**src/rtl/simpletest_operand_stage.sv**
```systemverilog
`default_nettype none
// ============================================================================
// Module      : simpletest_operand_stage
// Description : Operand staging FIFO feeding the simpletest datapath.
//               Accepts (in1, in2, sel, key_in) over valid/ready, routes the
//               operand pair according to sel at enqueue time (pass, swap,
//               broadcast in1, broadcast in2), buffers up to DEPTH routed
//               pairs and presents the head entry first-word-fall-through.
//
// Ports       :
//   clk        in   1      single clock, rising edge
//   rst        in   1      synchronous active-high reset
//   in_valid   in   1      upstream pair valid
//   in_ready   out  1      stage can accept (count != DEPTH)
//   sel        in   2      routing select, stored with the pair
//   in1, in2   in   WIDTH  operands
//   key_in     in   1      key bit stored with the pair
//   out_valid  out  1      head entry present (count != 0)
//   out_ready  in   1      datapath consumes head
//   op1, op2   out  WIDTH  head entry routed operands (0 when empty)
//   sel_r      out  2      head entry sel as captured (0 when empty)
//   key        out  1      head entry key (0 when empty)
//   count      out  CW     occupancy, 0..DEPTH
//
// Revision    : 1.0 - initial release
// ============================================================================
module simpletest_operand_stage #(
    parameter  int WIDTH = 8,
    parameter  int DEPTH = 4,
    localparam int CW    = $clog2(DEPTH) + 1
) (
    input  logic             clk,
    input  logic             rst,
    input  logic             in_valid,
    output logic             in_ready,
    input  logic [1:0]       sel,
    input  logic [WIDTH-1:0] in1,
    input  logic [WIDTH-1:0] in2,
    input  logic             key_in,
    output logic             out_valid,
    input  logic             out_ready,
    output logic [WIDTH-1:0] op1,
    output logic [WIDTH-1:0] op2,
    output logic [1:0]       sel_r,
    output logic             key,
    output logic [CW-1:0]    count
);

    localparam int            c_aw    = $clog2(DEPTH);
    localparam logic [CW-1:0] c_full  = CW'(DEPTH);
    localparam logic [CW-1:0] c_empty = '0;

    localparam logic [1:0] c_sel_pass  = 2'b00;
    localparam logic [1:0] c_sel_swap  = 2'b01;
    localparam logic [1:0] c_sel_bcst1 = 2'b10;
    localparam logic [1:0] c_sel_bcst2 = 2'b11;

    // ------------------------------------------------------------------
    // Storage: no reset on the array, only pointers and occupancy.
    // ------------------------------------------------------------------
    logic [WIDTH-1:0] r_mem_op1 [DEPTH];
    logic [WIDTH-1:0] r_mem_op2 [DEPTH];
    logic [1:0]       r_mem_sel [DEPTH];
    logic             r_mem_key [DEPTH];

    logic [c_aw-1:0]  r_wp;
    logic [c_aw-1:0]  r_rp;
    logic [CW-1:0]    r_count;

    logic             w_in_ready;
    logic             w_out_valid;
    logic             w_push;
    logic             w_pop;
    logic [WIDTH-1:0] w_route_op1;
    logic [WIDTH-1:0] w_route_op2;

    // Handshake flags depend only on registered occupancy, so there is no
    // combinational path from in_valid/out_ready back to the ready/valid.
    assign w_in_ready  = (r_count != c_full);
    assign w_out_valid = (r_count != c_empty);

    // An empty FIFO cannot pop and a full FIFO cannot push, so a same-cycle
    // push into empty lands in storage and appears one cycle later.
    assign w_push = in_valid  && w_in_ready;
    assign w_pop  = w_out_valid && out_ready;

    // ------------------------------------------------------------------
    // Enqueue-side routing of the operand pair.
    // ------------------------------------------------------------------
    always_comb begin
        w_route_op1 = in1;
        w_route_op2 = in2;
        case (sel)
            c_sel_pass: begin
                w_route_op1 = in1;
                w_route_op2 = in2;
            end
            c_sel_swap: begin
                w_route_op1 = in2;
                w_route_op2 = in1;
            end
            c_sel_bcst1: begin
                w_route_op1 = in1;
                w_route_op2 = in1;
            end
            c_sel_bcst2: begin
                w_route_op1 = in2;
                w_route_op2 = in2;
            end
            default: begin
                w_route_op1 = in1;
                w_route_op2 = in2;
            end
        endcase
    end

    // ------------------------------------------------------------------
    // Storage write. Reset gating keeps a push in the reset cycle from
    // landing, although it would be unreachable anyway once pointers clear.
    // ------------------------------------------------------------------
    always_ff @(posedge clk) begin
        if (!rst && w_push) begin
            r_mem_op1[r_wp] <= w_route_op1;
            r_mem_op2[r_wp] <= w_route_op2;
            r_mem_sel[r_wp] <= sel;
            r_mem_key[r_wp] <= key_in;
        end
    end

    // ------------------------------------------------------------------
    // Pointers and occupancy. DEPTH is a power of two, so the pointers
    // wrap naturally through their log2(DEPTH)-bit width.
    // ------------------------------------------------------------------
    always_ff @(posedge clk) begin
        if (rst) begin
            r_wp    <= '0;
            r_rp    <= '0;
            r_count <= '0;
        end else begin
            if (w_push) begin
                r_wp <= r_wp + c_aw'(1);
            end
            if (w_pop) begin
                r_rp <= r_rp + c_aw'(1);
            end
            case ({w_push, w_pop})
                2'b10:   r_count <= r_count + CW'(1);
                2'b01:   r_count <= r_count - CW'(1);
                default: r_count <= r_count;
            endcase
        end
    end

    // ------------------------------------------------------------------
    // Head presentation: forced to zero when empty so stale array contents
    // never reach the datapath.
    // ------------------------------------------------------------------
    always_comb begin
        op1   = '0;
        op2   = '0;
        sel_r = '0;
        key   = 1'b0;
        if (w_out_valid) begin
            op1   = r_mem_op1[r_rp];
            op2   = r_mem_op2[r_rp];
            sel_r = r_mem_sel[r_rp];
            key   = r_mem_key[r_rp];
        end
    end

    assign in_ready  = w_in_ready;
    assign out_valid = w_out_valid;
    assign count     = r_count;

endmodule
`default_nettype wire

```
**config.mk**
```make
export PLATFORM = sky130hd
export DESIGN_NAME = simpletest_operand_stage
export DESIGN_NICKNAME = d
export VERILOG_FILES = /design/src/rtl/simpletest_operand_stage.sv
export SDC_FILE = /design/constraint.sdc
export NUM_CORES = 1
export LEC_CHECK = 0
export ABC_AREA = 1
export CAP_MARGIN = 30
export CELL_PAD_IN_SITES_DETAIL_PLACEMENT = 1
export CELL_PAD_IN_SITES_GLOBAL_PLACEMENT = 2
export CORE_MARGIN = 4
export CORE_UTILIZATION = 37
export CTS_CLUSTER_DIAMETER = 150
export DETAILED_ROUTE_END_ITERATION = 6
export DONT_BUFFER_PORTS = 1
export PLACE_DENSITY_LB_ADDON = 0.12
export SKIP_LAST_GASP = 1
export SLEW_MARGIN = 10
export SYNTH_ARGS = -nofsm -noshare
export SYNTH_HDL_FRONTEND = slang
export SYNTH_SLANG_ARGS = --single-unit
```
**constraint.sdc**
```tcl
create_clock -name clk -period 2.3 [get_ports clk]
set_clock_uncertainty 0.2 [all_clocks]
set_input_delay 0.345 -clock clk [delete_from_list [all_inputs] [get_ports clk]]
set_output_delay 0.345 -clock clk [all_outputs]
set_load 0.03 [all_outputs]
```
Word-level counts from Yosys, hierarchy flattened. Memories as Yosys holds them, arrays and structs flattened. A register that Yosys moved wholly into a read port is not among the register bits. Index checks and enable logic that the tools add are counted.

$add $sub $neg: 4. Multipliers: 0. Divide/modulo/power cells: 0. Order comparisons: 0. Equality and inequality tests: 6. Shifts and indexed selects: 0. Multiplexer cells: 17. Bitwise logic cells: 0. Reductions and logical operators: 11.

Operator list (count): case mux 8 bit (2 select lines) (2); two-way mux 2 bit (9); two-way mux 8 bit (2); OR reduction 2 bit (4); == test 2 bit (second input constant) (3); case mux 3 bit (2 select lines) (1); adder 2 x 1 -> 2 bit (second input constant) (2); == test 2 x 1 -> 1 bit (second input constant) (2); adder 3 x 1 -> 3 bit (second input constant) (1); logical AND 1 bit (3); two-way mux 1 bit (3); inequality test 3 bit (second input constant) (1); nonzero test 3 bit (1); subtractor 3 x 1 -> 3 bit (second input constant) (1); zero test 2 bit (1); nonzero test 2 bit (1); zero test 1 bit (1).

Register bits: 7. Bits in latches: 0. RAM bits: 76. Memory bits (read-only): 0. Input bits: 23. Memories kept: 4.

Memories: r_mem_op1 (words 4, bits a word 8, read ports 1, clocked after Yosys merged registers in 1, write ports 1, RTL line 61) `logic [WIDTH-1:0] r_mem_op1 [DEPTH];`; r_mem_op2 (words 4, bits a word 8, read ports 1, clocked after Yosys merged registers in 1, write ports 1, RTL line 62) `logic [WIDTH-1:0] r_mem_op2 [DEPTH];`; r_mem_sel (words 4, bits a word 2, read ports 1, clocked after Yosys merged registers in 1, write ports 1, RTL line 63) `logic [1:0] r_mem_sel [DEPTH];`; r_mem_key (words 4, bits a word 1, read ports 1, clocked after Yosys merged registers in 1, write ports 1, RTL line 64) `logic r_mem_key [DEPTH];`.

Logic depth before layout (Yosys ltp). Gate-level depths: netlist of the first run.

Depth after elaboration: 5. Depth in mapped cells: 13. Gate-level depth less buffers: 13.

Worst setup path before layout of the first run. No wires, ideal clock.

Path kind: register -> register. Start point: register r_count[1] (netlist: count[1]). End point: memory r_mem_key[0] (enable). Arrival: 1.833 ns. Data required time: 1.705 ns. Path slack: -0.128 ns. Stages on the path, launching flop included: 5. Path buffers: 0. Period minus slack after synthesis: 2.428 ns. Cell sequence: dfxtp_1 -> nor2_2 -> a21boi_1 -> nand2_1 -> nor2_1.

Word-level cells in the longest chain between the ends: 5.

Ends and longest elaborated chain: from (decl) (RTL line 68) `logic [CW-1:0] r_count;`; from (signal assigned) (RTL line 147) `2'b10: r_count <= r_count + CW'(1);`; from (signal assigned) (RTL line 148) `2'b01: r_count <= r_count - CW'(1);`; from (signal assigned) (RTL line 149) `default: r_count <= r_count;`; inequality test 3 bit (RTL line 79) `assign w_in_ready = (r_count != c_full);`; logical AND 1 bit (RTL line 84) `assign w_push = in_valid && w_in_ready;`; logical AND 1 bit (RTL line 122) `if (!rst && w_push) begin`; two-way mux 1 bit (RTL line 122); two-way mux 1 bit (not written as such) (RTL line 126) `r_mem_key[r_wp] <= key_in;`; to (decl) (RTL line 64).

No other way between the ends.

==> results of run 1 <==
==> cells in the final DEF, fill, tap and decap left out, types with 2 or more instances in the layout <==
cell and instances:
o21ai_1 20, dlygate4sd3_1 6, nand3_1 4, buf_4 28, clkinv_2 2, nand2_1 22, clkbuf_8 9, buf_12 4
a21oi_1 29, o21ai_0 28, bufinv_16 2, nor2_1 95, ha_1 7, inv_4 3, inv_1 25, nor2_2 4
dfxtp_1 8, edfxtp_1 76
==> what timing repair did <==
item                                   CTS  global route
resized for setup                        2             8
buffers inserted                         0             0
endpoints found under the hold margin   16             0
pin swaps                                0             1
setup endpoints to repair               14            14
hold buffers                             6             0
==> synthesized netlist by cell type <==
cell       n
dfxtp_1    9
clkbuf_1   2
a21oi_1   30
buf_4      1
buf_2      4
buf_6      4
o21ai_0   28
buf_1      1
ha_1       7
edfxtp_1  76
nand3_1    4
nand2_2    1
inv_1     25
nand2_1   22
inv_2      4
nor2_2     2
nor2_1    97
clkbuf_2   2
a21boi_1   1
nand3b_1   1
fa_1       1
o21ai_1   20
==> power by group through the flow <==
stage / combinational, W / clock (W) / sequential, W
after detailed placement: 0.00199 / 0 / 0.00191
after CTS: 0.00202 / 0.00115 / 0.00188
final: 0.00199 / 0.00112 / 0.00188
after floorplan: 0.00126 / 0 / 0.00195
after global routing: 0.00219 / 0.00122 / 0.00190
after global placement: 0.00196 / 0 / 0.00191
==> critical path, stage by stage (launching register included) <==
cell and delay [ns]:
dfxtp_2 0.36, inv_4 0.29, o21ai_0 0.18, a21oi_1 0.23, buf_4 0.20
==> state kept, by name, summed over array words and instances, names as in the netlist, named ones only <==
| signal | flops |
|---|---|
| r_mem_key | 4 |
| r_rp | 2 |
| r_mem_op1 | 32 |
| r_mem_op2 | 32 |
| count | 3 |
| r_mem_sel | 8 |
| r_wp | 2 |
==> path summary, 6_finish.rpt <==
check / slack [ns] / depth (start not counted) / endpoint / from
max reg2reg: 0.30 / 13 / count[2] / count[2]
max: 0.14 / 4 / op2[1] / flip-flop
min: 0.02 / 3 / flip-flop / out_ready
min reg2reg: 0.33 / 2 / r_wp[1] / r_wp[1]
==> cell families (layout without fill, tap and decap cells) <==
family	count (synthesis)	after routing	share of synthesized area, %
adder cells (fa/ha/maj)	8	8	2.94
flip-flops	85	85	67.2
buffers and inverters	43	85	5.53
AO/OA/AOI/OAI	79	79	10.9
AND/OR/NAND/NOR	127	127	13.5
==> metal layers <==
| metal | track usage [%] | routed length (µm) |
|---|---|---|
| met2 | 27.8 | 4410 |
| met3 | 3.36 | 287 |
| met1 | 20.5 | 3850 |
| met4 | 5.14 | 111 |
| met5 | 0 | 0 |
==> through the flow <==
stage / utilization, % / instance area, µm²
floorplan: - / 3660
global placement: 41.6 / 4050
detailed placement: 41.6 / 4050
CTS: 44.5 / 4330
global route: 44.7 / 4340
finish: 44.7 / 4340
==> area by class of cell <==
cell class,instances,area [µm²]
clock buffer,9,124
clock inverter,7,90.1
fill,1116,5390
inverter,29,116
multi-input combinational,214,1010
sequential,85,2460
tap,133,166
timing repair buffer,40,377
==> results.toml, run 1 <==
[status]
outcome = "completed"

[logic_synthesis]
synth_cell_type_count = 22
netlist_instances = 342
synth.top_cells.by_area = "edfxtp_1 62%, nor2_1 9.9%, dfxtp_1 4.9%, a21oi_1 4.1%, o21ai_0 3.8%"
yosysWarnings = 0
ys_seq_area_share_pct = 67.2
yosysTopAreaCellShare_pct = 62.3
synth.avg_cell_area_um2 = 10.7
yosysTopAreaCell = "edfxtp_1"
syn_nets = 373
synth_seq_cells = 85
synth_area_um2 = 3660

[clock_network]
worstSkewPairLatency_ns = 0.34
ctsRootBufferMaster = "clkbuf_8"
cts_tree = "done"
h-tree-depth = 3
clkSinkCount = 85
cts_buffers = 9
clkTransAtPathRegs_ns = 0.08
clockBufferDepth = 2

[place]
dp_slack_ns = 0.280
gp_congestion = 0.701
placed_cells = 495
numPortBuffers = 0
hpwlAfterDp_um = 5700

[floorplan]
die-area_um2 = 11600
ios = 47
core_area_um2 = 9730
initial_utilization_pct = 37.7
die_x_um = 108
num_rows = 36
die_y_um = 108

[power]
intPower_w = 0.00306
swShare_pct = 38.7
totalPowerFinal_w = 0.00499
ir_drop_mv = 0.585
power_frac_seq_pct = 37.7
leakage_nw = 1.62
pwr-share-comb_pct = 39.8
power_density_nw_per_um2 = 1150
clockPowerShare_pct = 22.5
power.switching_w = 0.00193

[setup_path]
cp-end-kind = "output port"
criticalPathCategory = "reg -> out"
critPathArrivalTime_ns = 1.62
crit_fanout = 38
cp.required_ns = 1.75
worst_setup_path_start_kind = "flip-flop"

[sta]
report.final.slew_viol_count = 0
min_period_over_period_pct = 94.0
rsz0062_at_grt = "no"
tns_ns = 0
min_period_ns = 2.16
tightestPinTransition_ns = 0.621
fmax_mhz = 462
setup_viol = 0
setup_ws_ns = 0.137
slew_headroom_pct = 58.2
hold_violations = 0
holdWs_ns = 0.0191

[global_route]
track_usage_pct = 16.2
grt_pass1_wl_um = 14100
grt_pass1_vias = 2733
antenna_found_initial = 0
grt_max_degree = 39
grt.overflow.total = 0

[worst_hold_path]
hold_path_class = "in -> reg"

[detailed_routing]
drc_errors = 0
postRouteAntennaNets = 0
dr.pass1.iters = 4
num_vias = 2557
vias_per_cell = 4.95
routed_wl_um = 8660
drtIter0Drc = 71
wl_per_cell_um = 16.8

[layout]
area_delta_synth_final_pct = 18.6
finalNonFillerCells = 517
drive_above_1_share_pct = 15.6
nets = 410
diodes = 0

[job]
maxCapViolCount = 0
Power figures use the tool's default switching activity.
==> run 2: changes to the inputs <==
==> constraint.sdc (replaced) <==
create_clock -name clk -period 2.3 [get_ports clk]
set_clock_uncertainty 0.2 [all_clocks]
set_input_delay 0.115 -clock clk [delete_from_list [all_inputs] [get_ports clk]]
set_output_delay 0.115 -clock clk [all_outputs]
set_load 0.03 [all_outputs]
==> run 2 against run 1 <==
The flow now finishes with violations (negative hold slack). Utilization grew 1.6 points. Sequential share of layout area shrank 2.0 points. Die area is the same. Count of clock-buffer cells in the layout is the same. Worst hold slack lost 0.026 ns. Highest routed layer unchanged. Register-to-register slack gained 0.03 ns.
==> results.toml, run 2 (synthesis results as in run 1) <==
[clock_network]
cts_buffers = 9
clkTransAtPathRegs_ns = 0.09
clkSinkCount = 85
worstSkewPairLatency_ns = 0.35
clockBufferDepth = 2
postCtsSetupRepairBufs = 0
cts_tree = "done"
h-tree-depth = 3
ctsRootBufferMaster = "clkbuf_8"

[setup_path]
path_cells = "nor2_2 > nand2_2 > buf_4 > inv_2 > a21oi_1 > buf_4"
crit_start = "count[1]"
criticalPathCategory = "reg -> out"
timing.rr.start = "count[2]"
cp.required_ns = 1.99
cpMaxStageDelayCell = "inv_2"
endpoint = "op1[7]"
r2r_cells = 7
critPathArrivalTime_ns = 1.78
cp-end-kind = "output port"
worst_setup_path_start_kind = "flip-flop"
worst_path_largest_cell_delay_ns = 0.36
reg2reg_to = "count[1]"
rrSetupSlack_ns = 0.33
cpMostUsedCell = "buf_4"
crit_fanout = 19

[detailed_routing]
wl_per_cell_um = 16.7
vias_per_cell = 4.85
postRouteAntennaNets = 0
drtIter0Drc = 80
dr.pass1.iters = 4
num_vias = 2615
drc_errors = 0
routed_wl_um = 8990

[status]
outcome = "finished with violations"
violations = "negative hold slack"

[layout]
n_fill_cell = 1090
area_delta_synth_final_pct = 23.0
diodes = 0
final_core_util_pct = 46.3
largestRegisters = "r_mem_op1: 32 flops, r_mem_op2: 32 flops, r_mem_sel: 8 flops"
final_common_cell = "nor2_1"
fin_area_um2 = 4500
multi_input_area_um2 = 1000
drive_above_1_share_pct = 14.5
finalNonFillerCells = 539
regArea_um2 = 2460
final_cell_mix = "95 x nor2_1, 76 x edfxtp_1, 32 x buf_4, 30 x a21oi_1"
nets = 432

[floorplan]
ios = 47
die_y_um = 108
num_rows = 36
initial_utilization_pct = 37.7
die-area_um2 = 11600
core_area_um2 = 9730
die_x_um = 108

[sta]
hold_violations = 4
min_period_over_period_pct = 91.2
fmax_mhz = 477
min_period_ns = 2.10
holdWs_ns = -0.00643
rsz0062_at_grt = "no"
slew_headroom_pct = 61.1
tightestPinTransition_ns = 0.578
setup_viol = 0
report.final.slew_viol_count = 0

[global_route]
track_usage_pct = 16.5
grt.overflow.total = 0
grt_pass1_vias = 2790
grt_pass1_wl_um = 14400
antenna_found_initial = 0
grt_max_degree = 39

[power]
power_density_nw_per_um2 = 1100
ir_drop_mv = 0.594
leakage_nw = 1.70
totalPowerFinal_w = 0.00496

[place]
gp_congestion = 0.692
hpwlAfterDp_um = 5640
placed_cells = 495
placed_cell_area_um2 = 4020
numPortBuffers = 0

[job]
maxCapViolCount = 0

[worst_hold_path]
hold_path_class = "in -> reg"
## run 2: changes by cell type in the layout (fill, tap and decap cells not counted), moves of 2 or more
cell           before  now
dlygate4sd3_1       6   28
buf_4              28   32
buf_12              4    2
inv_2               1    3
inv_4               3    1
## run 2: worst min-delay path by stage
stage / from / to / depth (start not counted)
after global placement: key_in / r_mem_key[0] / 0
after global routing: in1[2] / r_mem_op2[2][2] / 2
final: in2[0] / r_mem_op2[0][0] / 2
after detailed placement: key_in / r_mem_key[0] / 0
after CTS: in2[0] / r_mem_op2[0][0] / 2
after floorplan: rst / flip-flop / 1
## run 2: critical path, delay by kind of cell (launching register included)
family	cells	cell delay, ns
DFF	1	0.33
AOI/OAI and AO/OA	1	0.12
buffers and inverters	3	0.74
and+or+nand+nor	2	0.24
## run 2: cell type report
| cell class | count | area share, % |
|---|---|---|
| timing repair buffer | 62 | 12.4 |
| multi-input combinational | 214 | 22.3 |
| sequential | 85 | 54.7 |
| tap | 133 | 3.69 |
| clock buffer | 9 | 2.75 |
| inverter | 29 | 2.47 |
| clock inverter | 7 | 1.67 |
## run 2: per-layer routing
layer | GRT usage, % | up-vias | wire length [µm] | share of wire, %
met1 | 20.7 | 1282 | 3970 | 44
met5 | 0 | - | 0 | 0
met3 | 3.06 | 9 | 293 | 3.3
met4 | 5.59 | 0 | 110 | 1.2
met2 | 28.7 | 45 | 4620 | 51
li1 | - | 1279 | - | -
## run 2: repair_timing
item / 4_1_cts / 5_1_grt
endpoints found under the setup margin: 0 / 9
hold endpoints to repair: 81 / 0
hold buffers: 28 / 0
resized for setup: 0 / 3
## run 2: power by group
part / internal, W / total, W / switching, W
Sequential: 0.00182 / 0.00188 / 0.0000625
Combinational: 0.000644 / 0.00201 / 0.00136
Clock: 0.000508 / 0.00106 / 0.000557
Total: 0.00297 / 0.00496 / 0.00198
## run 2: stage by stage
stage               setup TNS [ns]  hold WS (ns)  setup slack [ns]
floorplan                    -9.72      -0.00697            -0.128
global placement                 0        0.0143             0.372
detailed placement               0        0.0143             0.349
CTS                              0       0.00753            0.0564
global route                     0        0.0275            0.0494
finish                           0      -0.00643             0.202
